--- src/rtl/pc_pkg.sv ---
// Shared definitions for the fetch-stage program-counter slice.
//   - default address width / increment
//   - next-PC source selector
//   - prio_enc: index of the lowest set bit (0 when nothing is set)
package pc_pkg;

    localparam int DEF_ADDR_W      = 32;
    localparam int DEF_INSTR_BYTES = 4;
    localparam int MAX_REDIR       = 32;
    localparam int REDIR_IDX_W     = 5;

    typedef enum logic [2:0] {
        SRC_SEQ   = 3'd0,
        SRC_REDIR = 3'd1,
        SRC_PEND  = 3'd2,
        SRC_RET   = 3'd3,
        SRC_CALL  = 3'd4
    } next_src_e;

    // Channel 0 has the highest priority, so scan downwards and keep the last hit.
    function automatic logic [REDIR_IDX_W-1:0] prio_enc(input logic [MAX_REDIR-1:0] valid);
        logic [REDIR_IDX_W-1:0] idx;
        idx = {REDIR_IDX_W{1'b0}};
        for (int i = MAX_REDIR - 1; i >= 0; i--) begin
            if (valid[i]) begin
                idx = REDIR_IDX_W'(i);
            end
        end
        return idx;
    endfunction

endpackage

--- src/rtl/pc_fetch_ctrl_if.sv ---
// Request bundle driven into the PC unit by the rest of the fetch stage.
//   master : producer of stall / redirect / call / return requests
//   slave  : pc_fetch_ctrl
interface pc_fetch_ctrl_if #(
    parameter int ADDR_W    = 32,
    parameter int NUM_REDIR = 3
);
    logic                        PCWrite;
    logic [NUM_REDIR-1:0]        redirect_valid;
    logic [NUM_REDIR*ADDR_W-1:0] redirect_addr;
    logic                        call_valid;
    logic [ADDR_W-1:0]           call_target;
    logic                        ret_valid;

    modport master (
        output PCWrite, redirect_valid, redirect_addr,
        output call_valid, call_target, ret_valid
    );

    modport slave (
        input PCWrite, redirect_valid, redirect_addr,
        input call_valid, call_target, ret_valid
    );
endinterface

--- src/rtl/pc_ras.sv ---
// Circular return-address stack. A push while full overwrites the oldest
// entry (count saturates at RAS_DEPTH). Operations are mutually exclusive,
// priority push > pop > replace_top. State updates on the falling clock edge.
// Ports: CLK, Reset (sync, active high), push/pop/replace_top + push_data,
//        top (current top entry), count, full, empty.
module pc_ras #(
    parameter int ADDR_W    = 32,
    parameter int RAS_DEPTH = 4
) (
    input  logic                       CLK,
    input  logic                       Reset,
    input  logic                       push,
    input  logic                       pop,
    input  logic                       replace_top,
    input  logic [ADDR_W-1:0]          push_data,
    output logic [ADDR_W-1:0]          top,
    output logic [$clog2(RAS_DEPTH):0] count,
    output logic                       full,
    output logic                       empty
);
    localparam int PTR_W = $clog2(RAS_DEPTH);
    localparam int CNT_W = PTR_W + 1;

    logic [ADDR_W-1:0] mem_r [RAS_DEPTH];
    logic [PTR_W-1:0]  top_ptr_r;
    logic [CNT_W-1:0]  count_r;
    logic [PTR_W-1:0]  nxt_ptr_s;
    logic [PTR_W-1:0]  prv_ptr_s;

    assign nxt_ptr_s = top_ptr_r + PTR_W'(1);
    assign prv_ptr_s = top_ptr_r - PTR_W'(1);
    assign full      = (count_r == CNT_W'(RAS_DEPTH));
    assign empty     = (count_r == CNT_W'(0));
    assign top       = mem_r[top_ptr_r];
    assign count     = count_r;

    // Stack storage, top pointer and occupancy.
    always_ff @(negedge CLK) begin
        if (Reset) begin
            top_ptr_r <= PTR_W'(0);
            count_r   <= CNT_W'(0);
            for (int i = 0; i < RAS_DEPTH; i++) begin
                mem_r[i] <= ADDR_W'(0);
            end
        end else if (push) begin
            mem_r[nxt_ptr_s] <= push_data;
            top_ptr_r        <= nxt_ptr_s;
            if (!full) begin
                count_r <= count_r + CNT_W'(1);
            end
        end else if (pop) begin
            if (!empty) begin
                top_ptr_r <= prv_ptr_s;
                count_r   <= count_r - CNT_W'(1);
            end
        end else if (replace_top) begin
            mem_r[top_ptr_r] <= push_data;
        end
    end
endmodule

--- src/rtl/pc_fetch_ctrl.sv ---
// Fetch-stage program counter: sequential increment, prioritised redirects,
// redirects captured during a stall, and call/return via pc_ras.
// All state changes on the falling edge of CLK.
// Ports: CLK, Reset (sync, active high), bus (pc_fetch_ctrl_if.slave requests),
//        currentAddress, redirect_pending, ras_count, ras_overflow (sticky),
//        ras_underflow (sticky).
module pc_fetch_ctrl
    import pc_pkg::*;
#(
    parameter int ADDR_W       = DEF_ADDR_W,
    parameter int INSTR_BYTES  = DEF_INSTR_BYTES,
    parameter logic [ADDR_W-1:0] RESET_VECTOR = '0,
    parameter int NUM_REDIR    = 3,
    parameter int RAS_DEPTH    = 4
) (
    input  logic                       CLK,
    input  logic                       Reset,
    pc_fetch_ctrl_if.slave             bus,
    output logic [ADDR_W-1:0]          currentAddress,
    output logic                       redirect_pending,
    output logic [$clog2(RAS_DEPTH):0] ras_count,
    output logic                       ras_overflow,
    output logic                       ras_underflow
);
    logic [ADDR_W-1:0]      pc_r;
    logic                   pend_r;
    logic [ADDR_W-1:0]      pend_addr_r;
    logic                   ovf_r;
    logic                   unf_r;

    logic [ADDR_W-1:0]      seq_s;
    logic                   live_any_s;
    logic [REDIR_IDX_W-1:0] live_idx_s;
    logic [ADDR_W-1:0]      live_addr_s;
    next_src_e              src_s;
    logic [ADDR_W-1:0]      next_pc_s;
    logic                   push_s;
    logic                   pop_s;
    logic                   replace_s;
    logic                   set_ovf_s;
    logic                   set_unf_s;
    logic [ADDR_W-1:0]      ras_top_s;
    logic                   ras_full_s;
    logic                   ras_empty_s;

    assign seq_s       = pc_r + ADDR_W'(INSTR_BYTES);
    assign live_any_s  = |bus.redirect_valid;
    assign live_idx_s  = prio_enc(MAX_REDIR'(bus.redirect_valid));
    assign live_addr_s = bus.redirect_addr[int'(live_idx_s) * ADDR_W +: ADDR_W];

    pc_ras #(
        .ADDR_W    (ADDR_W),
        .RAS_DEPTH (RAS_DEPTH)
    ) u_ras (
        .CLK         (CLK),
        .Reset       (Reset),
        .push        (push_s),
        .pop         (pop_s),
        .replace_top (replace_s),
        .push_data   (seq_s),
        .top         (ras_top_s),
        .count       (ras_count),
        .full        (ras_full_s),
        .empty       (ras_empty_s)
    );

    // Next-PC source selection and RAS operation decode.
    always_comb begin
        src_s     = SRC_SEQ;
        next_pc_s = seq_s;
        push_s    = 1'b0;
        pop_s     = 1'b0;
        replace_s = 1'b0;
        set_ovf_s = 1'b0;
        set_unf_s = 1'b0;
        if (bus.PCWrite) begin
            if (live_any_s) begin
                src_s = SRC_REDIR;
            end else if (pend_r) begin
                src_s = SRC_PEND;
            end else if (bus.ret_valid) begin
                src_s = SRC_RET;
            end else if (bus.call_valid) begin
                src_s = SRC_CALL;
            end else begin
                src_s = SRC_SEQ;
            end
        end else begin
            src_s = SRC_SEQ;
        end
        case (src_s)
            SRC_REDIR: next_pc_s = live_addr_s;
            SRC_PEND:  next_pc_s = pend_addr_r;
            SRC_RET: begin
                // A simultaneous call turns the pop into a replace (or a push when empty).
                if (ras_empty_s) begin
                    next_pc_s = seq_s;
                    set_unf_s = 1'b1;
                    push_s    = bus.call_valid;
                end else begin
                    next_pc_s = ras_top_s;
                    replace_s = bus.call_valid;
                    pop_s     = !bus.call_valid;
                end
            end
            SRC_CALL: begin
                next_pc_s = bus.call_target;
                push_s    = 1'b1;
                set_ovf_s = ras_full_s;
            end
            SRC_SEQ:  next_pc_s = seq_s;
            default:  next_pc_s = seq_s;
        endcase
    end

    // PC, captured-redirect and sticky-flag registers.
    always_ff @(negedge CLK) begin
        if (Reset) begin
            pc_r        <= RESET_VECTOR;
            pend_r      <= 1'b0;
            pend_addr_r <= ADDR_W'(0);
            ovf_r       <= 1'b0;
            unf_r       <= 1'b0;
        end else if (bus.PCWrite) begin
            // Any advancing edge consumes whatever redirect was held.
            pc_r   <= next_pc_s;
            pend_r <= 1'b0;
            ovf_r  <= ovf_r | set_ovf_s;
            unf_r  <= unf_r | set_unf_s;
        end else if (live_any_s) begin
            pend_r      <= 1'b1;
            pend_addr_r <= live_addr_s;
        end
    end

    assign currentAddress   = pc_r;
    assign redirect_pending = pend_r;
    assign ras_overflow     = ovf_r;
    assign ras_underflow    = unf_r;
endmodule

--- src/flat_wrapper.sv ---
// flat-port wrapper written by rule: the top's interface ports become plain ports
module pc_fetch_ctrl_flat import pc_pkg::*;
#(
    parameter int ADDR_W       = DEF_ADDR_W,
    parameter int INSTR_BYTES  = DEF_INSTR_BYTES,
    parameter logic [ADDR_W-1:0] RESET_VECTOR = '0,
    parameter int NUM_REDIR    = 3,
    parameter int RAS_DEPTH    = 4
)
  (CLK, Reset, currentAddress, redirect_pending, ras_count, ras_overflow, ras_underflow, bus_PCWrite, bus_redirect_valid, bus_redirect_addr, bus_call_valid, bus_call_target, bus_ret_valid);
  pc_fetch_ctrl_if #(.ADDR_W(ADDR_W), .NUM_REDIR(NUM_REDIR)) bus_i ();
  input  logic CLK;
  input  logic Reset;
  output logic [ADDR_W-1:0] currentAddress;
  output logic redirect_pending;
  output logic [$clog2(RAS_DEPTH):0] ras_count;
  output logic ras_overflow;
  output logic ras_underflow;
  input wire logic [$bits(bus_i.PCWrite)-1:0] bus_PCWrite;
  input wire logic [$bits(bus_i.redirect_valid)-1:0] bus_redirect_valid;
  input wire logic [$bits(bus_i.redirect_addr)-1:0] bus_redirect_addr;
  input wire logic [$bits(bus_i.call_valid)-1:0] bus_call_valid;
  input wire logic [$bits(bus_i.call_target)-1:0] bus_call_target;
  input wire logic [$bits(bus_i.ret_valid)-1:0] bus_ret_valid;
  assign bus_i.PCWrite = bus_PCWrite;
  assign bus_i.redirect_valid = bus_redirect_valid;
  assign bus_i.redirect_addr = bus_redirect_addr;
  assign bus_i.call_valid = bus_call_valid;
  assign bus_i.call_target = bus_call_target;
  assign bus_i.ret_valid = bus_ret_valid;
  pc_fetch_ctrl #(.ADDR_W(ADDR_W), .INSTR_BYTES(INSTR_BYTES), .RESET_VECTOR(RESET_VECTOR), .NUM_REDIR(NUM_REDIR), .RAS_DEPTH(RAS_DEPTH)) u_core (.CLK(CLK), .Reset(Reset), .bus(bus_i), .currentAddress(currentAddress), .redirect_pending(redirect_pending), .ras_count(ras_count), .ras_overflow(ras_overflow), .ras_underflow(ras_underflow));
endmodule
--- config.mk ---
export PLATFORM = sky130hd
export DESIGN_NAME = pc_fetch_ctrl_flat
export DESIGN_NICKNAME = d
export VERILOG_FILES = /design/src/rtl/pc_pkg.sv /design/src/rtl/pc_fetch_ctrl_if.sv /design/src/rtl/pc_ras.sv /design/src/rtl/pc_fetch_ctrl.sv /design/src/flat_wrapper.sv
export SDC_FILE = /design/constraint.sdc
export NUM_CORES = 1
export LEC_CHECK = 0
export BUFFER_PORTS_ARGS = -buffer_cell sky130_fd_sc_hd__buf_4
export CORE_ASPECT_RATIO = 1.25
export CORE_MARGIN = 4
export CORE_UTILIZATION = 37
export CTS_BUF_LIST = sky130_fd_sc_hd__clkbuf_2
export CTS_CLUSTER_DIAMETER = 40
export DETAILED_ROUTE_END_ITERATION = 6
export PLACE_DENSITY_LB_ADDON = 0.05
export SKIP_CTS_REPAIR_TIMING = 1
export SLEW_MARGIN = 10
export SYNTH_ARGS = -nofsm -noshare
export SYNTH_HDL_FRONTEND = slang
export SYNTH_SLANG_ARGS = --single-unit
--- constraint.sdc ---
create_clock -name CLK -period 4.7 [get_ports CLK]
set_clock_uncertainty 0.2 [all_clocks]
set_input_delay 0.705 -clock CLK [delete_from_list [all_inputs] [get_ports CLK]]
set_output_delay 0.705 -clock CLK [all_outputs]
set_load 0.05 [all_outputs]
# After elaboration in Yosys (flattened, before gate mapping)
# Memories as Yosys holds them, arrays and structs flattened. A register that Yosys moved wholly into a read port is not among the register bits.
# Index checks and enable logic that the tools add are counted.
[word_totals]
register_bits = 72
ramBits = 128
inputBits = 136
mem_count = 1
[classes]
n_addsub = 5
n_eq_ne = 7
n_shift = 1
n_mux = 44
bitwise_logic = 3
n_reduce_logical = 10
[memory_table]
columns = ["name", "depth", "width", "rd", "rd_clocked_by_memory_dff", "wr", "line_no", "rtl"]
rows = [
  ["u_core.u_ras.mem_r", 4, 32, 1, 1, 4, "pc_ras.sv:24", "logic [ADDR_W-1:0] mem_r [RAS_DEPTH];"],
]
[op_table]
columns = ["op", "n"]
rows = [
  ["32-bit one-hot mux with 4 select lines", 1],
  ["32-bit two-way mux", 3],
  ["96-bit by 8-bit variable part select with 32-bit output", 1],
  ["32-bit OR reduction", 2],
  ["32-bit by 3-bit adder with 32-bit output (second input constant)", 1],
  ["3-bit two-way mux", 9],
  ["1-bit two-way mux", 20],
  ["2-bit two-way mux", 10],
  ["3-bit by 2-bit == test with 1-bit output (second input constant)", 2],
  ["3-bit == test (second input constant)", 2],
  ["2-bit AND reduction", 2],
  ["3-bit by 1-bit adder with 3-bit output (second input constant)", 1],
  ["3-bit by 1-bit == test with 1-bit output (second input constant)", 1],
  ["3-bit zero test", 1],
  ["3-bit AND reduction", 1],
  ["3-bit OR reduction", 1],
  ["3-bit by 1-bit subtractor with 3-bit output (second input constant)", 1],
  ["2-bit by 1-bit adder with 2-bit output (second input constant)", 1],
  ["2-bit by 1-bit inequality test with 1-bit output (second input constant)", 1],
  ["2-bit inequality test (second input constant)", 1],
  ["1-bit bitwise OR", 2],
  ["1-bit one-hot mux with 2 select lines", 1],
  ["2-bit nonzero test", 1],
  ["2-bit OR reduction", 1],
  ["3 further kinds", 3],
]

# Longest topological paths before layout
# Gate-level depths: netlist of the first run.
[depth]
word_depth = 14
mapped_depth = 10
mapped_depth_nobuf = 8

# By module
# Synthesis of the first run repeated with hierarchy kept, for this count alone.
[unflattened]
hier_cells = 1024
hier_area_um2 = 10777.8
[modules_own_cells]
columns = ["mod", "n_inst", "cells_per_inst", "area_each_um2"]
rows = [
  ["pc_ras", 1, 370, 5998.3],
  ["pc_fetch_ctrl", 1, 654, 4779.6],
]

==> impl_summary.log, run 1 <==
INFO  metric synthMuxAreaShare = 0.0663
INFO  metric dominantRegCellSynth = sky130_fd_sc_hd__edfxtp_1
INFO  metric wl_per_cell = 19.5 um
INFO  metric gr-usage-all-layers = 0.238
INFO  metric cts_max_level = 2
INFO  metric die_area = around 33000 um2
INFO  metric die_width = approximately 160 um
INFO  metric cts.root.buffer_cell = sky130_fd_sc_hd__clkbuf_2
INFO  metric timing.final.setup_violations = 0
INFO  metric first_pass_iteration_count_of_the_detailed_router = 5
INFO  metric outcome = finished clean
INFO  metric fin_ws = roughly 0.018 ns
INFO  metric placed_area = around 14000 um2
INFO  metric synth_compound_area_frac = 0.178
INFO  metric setup.worst_path.class = flip-flop to primary output
INFO  metric timing.critical_path.slowest_stage_cell = sky130_fd_sc_hd__dfxtp_4
INFO  metric yosys.area_share.xor_xnor = 0.0143
INFO  metric synthesis.instances = 1128
INFO  metric grt_setup_unrepaired = yes
INFO  metric core_region_area = 29300 um2
INFO  metric arrival = ~3.8 ns
INFO  metric timing.max_slew.rel_slack = 0.387
INFO  metric post_drt_via_cell_ratio = 5.33
INFO  metric power.density = 298 nW/um2
INFO  metric tritoncts = built
INFO  metric yosys_warnings = 0
INFO  metric row_count = 70
INFO  metric synthAdderAreaFrac = 0.00295
INFO  metric combPwrFrac = 0.160
INFO  metric timing.critical_path.slowest_cell_delay = about 0.42 ns
INFO  metric finalWirelength = 40000 um
INFO  metric detailedPlace.worstSlack = -0.663 ns
INFO  metric clock_insertion_delay_worst_skew = 0.86 ns
INFO  metric hold_viol_final = 0
INFO  metric cp-end-kind = primary output
INFO  metric dr.first_iter.drc_count = about 770
INFO  metric fraction_of_the_yosys_area_taken_by_sequential_cells = 0.484
INFO  metric layoutNonFillerInstCount = just over 2000
INFO  metric power_switching = between 1500 and 2000 uW
INFO  metric mostFrequentLayoutCell = sky130_fd_sc_hd__buf_4
INFO  metric numPortBuffers = approximately 170
INFO  metric die_y = 201 um
INFO  metric dp.final_hpwl = 28800 um
INFO  metric cp_cell_sequence = buf_12
INFO  metric post_synth_and_or_nand_nor_area_fraction = 0.201
INFO  metric final_area = 15500 um2
INFO  metric slew_viol_final = 0
INFO  metric hold_class = flip-flop to flip-flop
INFO  metric vias = around 11000
INFO  metric maximum_root_to_sink_buffer_count = 3
INFO  metric cts.sink_count = 202
INFO  metric synth_top_family_by_area = simple AND/OR/NAND/NOR gates
INFO  metric critical_path.n_buffers_inverters = 1
INFO  metric antenna_found_initial = 1
INFO  metric grt_max_degree = 61
INFO  metric tightestPinTransition = 0.913 ns
INFO  metric power_frac_clock = 0.402
INFO  metric worst_setup_hold_path_clk_slew = 0.04 ns
INFO  metric share_seq_of_total_power = 0.438
INFO  metric io_pins = around 170
INFO  metric intPower = between 2000 and 3000 uW
INFO  metric number_of_buffers_created_by_cts = 56
INFO  metric globalplace.congestion = around 0.84
INFO  metric mappedNetlistArea = 11000 um2
INFO  metric async_reset_ff_frac = 0
INFO  metric synth_edf_count = roughly 130
INFO  metric grt_first_pass_wirelength = 61200 um
INFO  metric synthToLayoutAreaGrowth = 40.8%
INFO  metric timing.critical_path.max_delay_family = flip-flops
INFO  metric via_count_of_the_first_global_routing_pass = 11300
INFO  metric vdd_drop_max = roughly 180 uV
INFO  metric maximum_fanout_along_the_worst_path = 12
INFO  metric drc_errors = 0
INFO  metric syn_area_per_cell = 9.76 um2
INFO  metric power.static_leakage = 0.00690 uW
INFO  metric synth_seq_cells = 202
INFO  metric dpl.cell_count = 1731
INFO  metric layout_common_cells = sky130_fd_sc_hd__buf_4 (278), sky130_fd_sc_hd__inv_1 (267), sky130_fd_sc_hd__nor2_1 (129), sky130_fd_sc_hd__edfxtp_1 (128), sky130_fd_sc_hd__nand2_1 (107)
INFO  metric floorplan.initialDensity = 0.375
INFO  metric overflow = 0
INFO  metric yosysUniqueCellTypes = 71
INFO  metric synth_fp_nets = 1266
INFO  metric p_sw_frac = 0.362
INFO  metric layout-drive-gt1-share = 0.298
INFO  metric design.final.nets = roughly 1800
INFO  metric critPathRequiredTime = 3.80 ns
INFO  metric max_cap_violations = 0
INFO  metric timing.critical_path.from_type = flip-flop
INFO  metric antenna_left = 0
==> Yosys cell counts (all sizes together) (5+ instances only) <==
cell / n / area share
a211oi: 8 / 0.0055
a21o: 7 / 0.0048
a21oi: 70 / 0.032
a221oi: 18 / 0.014
a22oi: 33 / 0.022
a31oi: 16 / 0.0091
a41oi: 8 / 0.0064
and2: 12 / 0.0068
and3: 11 / 0.0062
and3b: 10 / 0.0080
and4: 6 / 0.0048
buf: 34 / 0.017
clkbuf: 64 / 0.022
dfxtp: 74 / 0.13
edfxtp: 128 / 0.35
inv: 42 / 0.014
mux4: 32 / 0.065
nand2: 110 / 0.037
nand2b: 5 / 0.0028
nand3: 37 / 0.019
nand4: 8 / 0.0045
nor2: 130 / 0.045
nor2b: 16 / 0.0091
nor3: 36 / 0.019
nor3b: 9 / 0.0061
nor4: 19 / 0.013
nor4bb: 8 / 0.0073
o21a: 7 / 0.0048
o21ai: 72 / 0.033
o21bai: 5 / 0.0034
o31a: 5 / 0.0040
o31ai: 9 / 0.0061
o41ai: 12 / 0.0095
xnor2: 13 / 0.010
xor2: 5 / 0.0040
==> sequential cells by signal, indices dropped and copies added (netlist names), named ones only <==
signal	cells
u_core.ras_overflow	1
u_core.currentAddress	32
u_core.u_ras.top_ptr_r	2
u_core.u_ras.mem_r	128
u_core.redirect_pending	1
u_core.ras_underflow	1
u_core.pend_addr_r	32
u_core.u_ras.count	3
==> cells by family (layout without fill, tap and decap cells) <==
family | after synthesis | in the layout
AND/OR/NAND/NOR | 433 | 433
XOR/XNOR | 18 | 18
other | 0 | 1
flip-flops | 202 | 202
multiplexers | 33 | 33
buffers and inverters | 141 | 669
AO/OA/AOI/OAI | 299 | 299
adder cells (fa/ha/maj) | 2 | 2
==> layout make-up <==
type	instances	area (um2)
Sequential cell	202	5440
Tap cell	396	495
Multi-Input combinational cell	785	5200
Timing Repair Buffer	333	2990
Fill cell	2796	13800
Antenna cell	1	2.50
Clock inverter	238	940
Inverter	42	158
Clock buffer	56	280
==> power groups by stage <==
| stage | clock [uW] | combinational (uW) | sequential (uW) |
|---|---|---|---|
| 2_1_floorplan | 258 | 283 | 2110 |
| 3_3_place_gp | 258 | 670 | 2060 |
| 3_5_place_dp | 258 | 672 | 2060 |
| 4_1_cts | 1950 | 676 | 2030 |
| 5_1_grt | 2170 | 791 | 2030 |
| 6_report | 1860 | 739 | 2030 |
==> metal layers <==
metal,track usage,up-vias,wire length [um],part of all wire
li1,-,5247,-,-
met1,0.304,5261,17200,0.43
met2,0.383,379,19600,0.49
met3,0.0628,56,2540,0.063
met4,0.0997,0,646,0.016
met5,0,-,0,0
==> final timing paths <==
check | from | end | slack [ns] | depth (start not counted)
setup / recovery | u_core.currentAddress[17] | currentAddress[17] | 0.02 | 1
hold / removal | u_core.pend_addr_r[28] | u_core.pend_addr_r[28] | 0.25 | 2
setup reg to reg | u_core.currentAddress[2] | u_core.u_ras.mem_r[1][28] | 1.34 | 7
hold reg to reg | u_core.pend_addr_r[28] | u_core.pend_addr_r[28] | 0.25 | 2
==> worst reg2reg max path, delay by kind of cell (launching register included) <==
family,cells,cell delay (ns)
compound gates,2,0.80
fa+ha+maj,1,0.31
buf+inv,1,0.18
flops,1,0.38
simple gates,3,1.17
==> stage by stage <==
| stage | utilization | power [uW] | hold WS (ns) | TNS, ns |
|---|---|---|---|---|
| final | 0.529 | 4620 | 0.251 | 0 |
| after global routing | 0.529 | 4990 | 0.275 | -0.118 |
| after CTS | 0.508 | 4660 | 0.252 | -6.16 |
| after detailed placement | 0.467 | 2990 | 0.247 | -132.75 |
| after global placement | 0.467 | 2990 | 0.241 | -131.97 |
| after floorplan | - | 2650 | 0.232 | -74.83 |
Power figures use the tool's default switching activity.
==> run 2: changes to the inputs <==
--- a/config.mk
+++ b/config.mk
@@ -8,7 +8,7 @@
 export BUFFER_PORTS_ARGS = -buffer_cell sky130_fd_sc_hd__buf_4
 export CORE_ASPECT_RATIO = 1.25
 export CORE_MARGIN = 4
-export CORE_UTILIZATION = 37
+export CORE_UTILIZATION = 50
 export CTS_BUF_LIST = sky130_fd_sc_hd__clkbuf_2
 export CTS_CLUSTER_DIAMETER = 40
 export DETAILED_ROUTE_END_ITERATION = 6
==> run 2 against run 1 <==
Sequential power about the same; clock power down 2%; worst hold slack better by 0.0022 ns; wire length down 5.1%; critical path depth unchanged; via count up 1.5%; combinational power down 10%; register-to-register slack better by 0.10 ns; die area down 25%; sequential cell count unchanged; critical path type unchanged; critical endpoint is now currentAddress[6]; highest routed layer unchanged.
==> impl_summary.log, run 2 (synthesis results as in run 1) <==
INFO  metric outcome = finished clean
INFO  metric hold_viol_final = 0
INFO  metric antenna_left = 0
INFO  metric cp-end-kind = primary output
INFO  metric globalplace.congestion = between 0.9 and 1
INFO  metric final_core_utilization = 0.678
INFO  metric slew_viol_final = 0
INFO  metric io_pins = between 150 and 200
INFO  metric timing.critical_path.max_delay_family = flip-flops
INFO  metric hold_path_depth = 2
INFO  metric die_y = 174 um
INFO  metric die_width = around 140 um
INFO  metric regMostFlops = u_core.u_ras.mem_r
INFO  metric power.static_leakage = about 0.0065 uW
INFO  metric layout.filler_cells = 1774
INFO  metric timing.critical_path.from_type = flip-flop
INFO  metric busiest_layer = met2
INFO  metric hold_class = flip-flop to flip-flop
INFO  metric overflow = 0
INFO  metric worstRegToRegCells = 7
INFO  metric timing.critical_path.slowest_cell_delay = approximately 0.38 ns
INFO  metric wl_per_cell = approximately 20 um
INFO  metric synthToLayoutAreaGrowth = 33.1%
INFO  metric critPathRequiredTime = 3.80 ns
INFO  metric dp.final_hpwl = 26100 um
INFO  metric vias = 11100
INFO  metric cts.root.buffer_cell = sky130_fd_sc_hd__clkbuf_2
INFO  metric report.power.total = about 4500 uW
INFO  metric floorplan.initialDensity = 0.509
INFO  metric max_cap_violations = 0
INFO  metric cts.sink_count = 202
INFO  metric dr.first_iter.drc_count = approximately 1200
INFO  metric met3_usage = 0.0757
INFO  metric tightestPinTransition = 0.899 ns
INFO  metric timing.max_slew.rel_slack = 0.396
INFO  metric row_count = 60
INFO  metric maximum_root_to_sink_buffer_count = 3
INFO  metric drc_errors = 0
INFO  metric worst_setup_hold_path_clk_slew = approximately 0.05 ns
INFO  metric vdd_drop_max = between 200 and 300 uV
INFO  metric maximum_fanout_along_the_worst_path = 2
INFO  metric groute.layer.met2.usage = 0.473
INFO  metric timing.critical_path.slowest_stage_cell = sky130_fd_sc_hd__dfxtp_1
INFO  metric grt_first_pass_wirelength = roughly 58000 um
INFO  metric number_of_buffers_created_by_cts = 53
INFO  metric numPortBuffers = about 170
INFO  metric design.final.nets = between 1500 and 2000
INFO  metric combPwrFrac = 0.146
INFO  metric cts_max_level = 2
INFO  metric number_of_stages_on_the_worst_setup_path = 1
INFO  metric arrival = ~3.7 ns
INFO  metric antenna_found_initial = 1
INFO  metric multi_input_comb_area = about 5200 um2
INFO  metric finalWirelength = between 30000 and 40000 um
INFO  metric first_pass_iteration_count_of_the_detailed_router = 7
INFO  metric core_region_area = 21600 um2
INFO  metric post_drt_via_cell_ratio = a little under 6
INFO  metric power.density = around 310 nW/um2
INFO  metric setup.worst_path.class = flip-flop to primary output
INFO  metric die_area = 24500 um2
INFO  metric timing.setup.tns = 0 ns
INFO  metric intPower = ~2900 uW
INFO  metric grt_util_met1 = 0.384
INFO  metric clock_insertion_delay_worst_skew = between 0.8 and 0.9 ns
INFO  metric layout_common_cells = sky130_fd_sc_hd__inv_1 (263), sky130_fd_sc_hd__buf_4 (245), sky130_fd_sc_hd__nor2_1 (128), sky130_fd_sc_hd__edfxtp_1 (128), sky130_fd_sc_hd__nand2_1 (107)
INFO  metric grt_setup_unrepaired = no
INFO  metric mostFrequentLayoutCell = sky130_fd_sc_hd__inv_1
INFO  metric grt_max_degree = 61
INFO  metric tritoncts = built
INFO  metric timing.final.setup_violations = 0
INFO  metric power_switching = between 1500 and 2000 uW
INFO  metric p_sw_frac = 0.365
INFO  metric via_count_of_the_first_global_routing_pass = roughly 11000
INFO  metric layout-drive-gt1-share = 0.275
INFO  metric ff_latch_area = around 5400 um2
INFO  metric gr-usage-all-layers = 0.297
INFO  metric largest_reg_flops = 128
INFO  metric cp_cell_sequence = buf_4
INFO  metric power_frac_clock = 0.403
INFO  metric whs = between 0.2 and 0.3 ns
INFO  metric share_seq_of_total_power = 0.451
INFO  metric critical_path.n_buffers_inverters = 1
==> run 2: cell types whose count changed in the layout (fill, tap and decap cells not counted), sizes merged <==
cell,change
buf,-48
inv,-5
clkbuf,-3
clkinvlp,-3
==> run 2: metal layers <==
| layer | vias to the layer above | share of wire |
|---|---|---|
| met5 | - | 0 |
| met4 | 0 | 0.028 |
| met3 | 89 | 0.10 |
| met2 | 633 | 0.48 |
| met1 | 5255 | 0.39 |
| li1 | 5128 | - |
==> run 2: cell type report <==
class / instances / area share
antenna: 1 / 0.000171
clock buffer: 53 / 0.0181
clock inverter: 230 / 0.0620
inverter: 42 / 0.0108
multi-input combinational: 785 / 0.355
sequential: 202 / 0.369
tap: 279 / 0.0238
timing repair buffer: 285 / 0.161
==> run 2: power by group through the flow <==
stage	Clock (uW)	Combinational [uW]	Sequential, uW
after floorplan	258	283	2110
after global placement	258	634	2060
after detailed placement	258	637	2060
after CTS	1880	642	2030
after global routing	2110	703	2040
final	1820	662	2040
==> run 2: path summary, 6_finish.rpt <==
path	start	end	slack, ns
min	u_core.pend_addr_r[24]	u_core.pend_addr_r[24]	0.25
max reg2reg	u_core.currentAddress[2]	u_core.u_ras.mem_r[1][30]	1.44
min reg2reg	u_core.pend_addr_r[24]	u_core.pend_addr_r[24]	0.25
max	u_core.currentAddress[6]	currentAddress[6]	0.05
==> run 2: metrics by stage <==
stage / worst slack [ns] / std cells / instance area (um2)
final: 0.0520 / 1877 / 14700
after global routing: 0.00358 / 1877 / 14700
after CTS: -0.232 / 1874 / 14400
after detailed placement: -0.705 / 1592 / 13300
after global placement: -0.676 / 1592 / 13300
after floorplan: -0.566 / 1128 / 11200
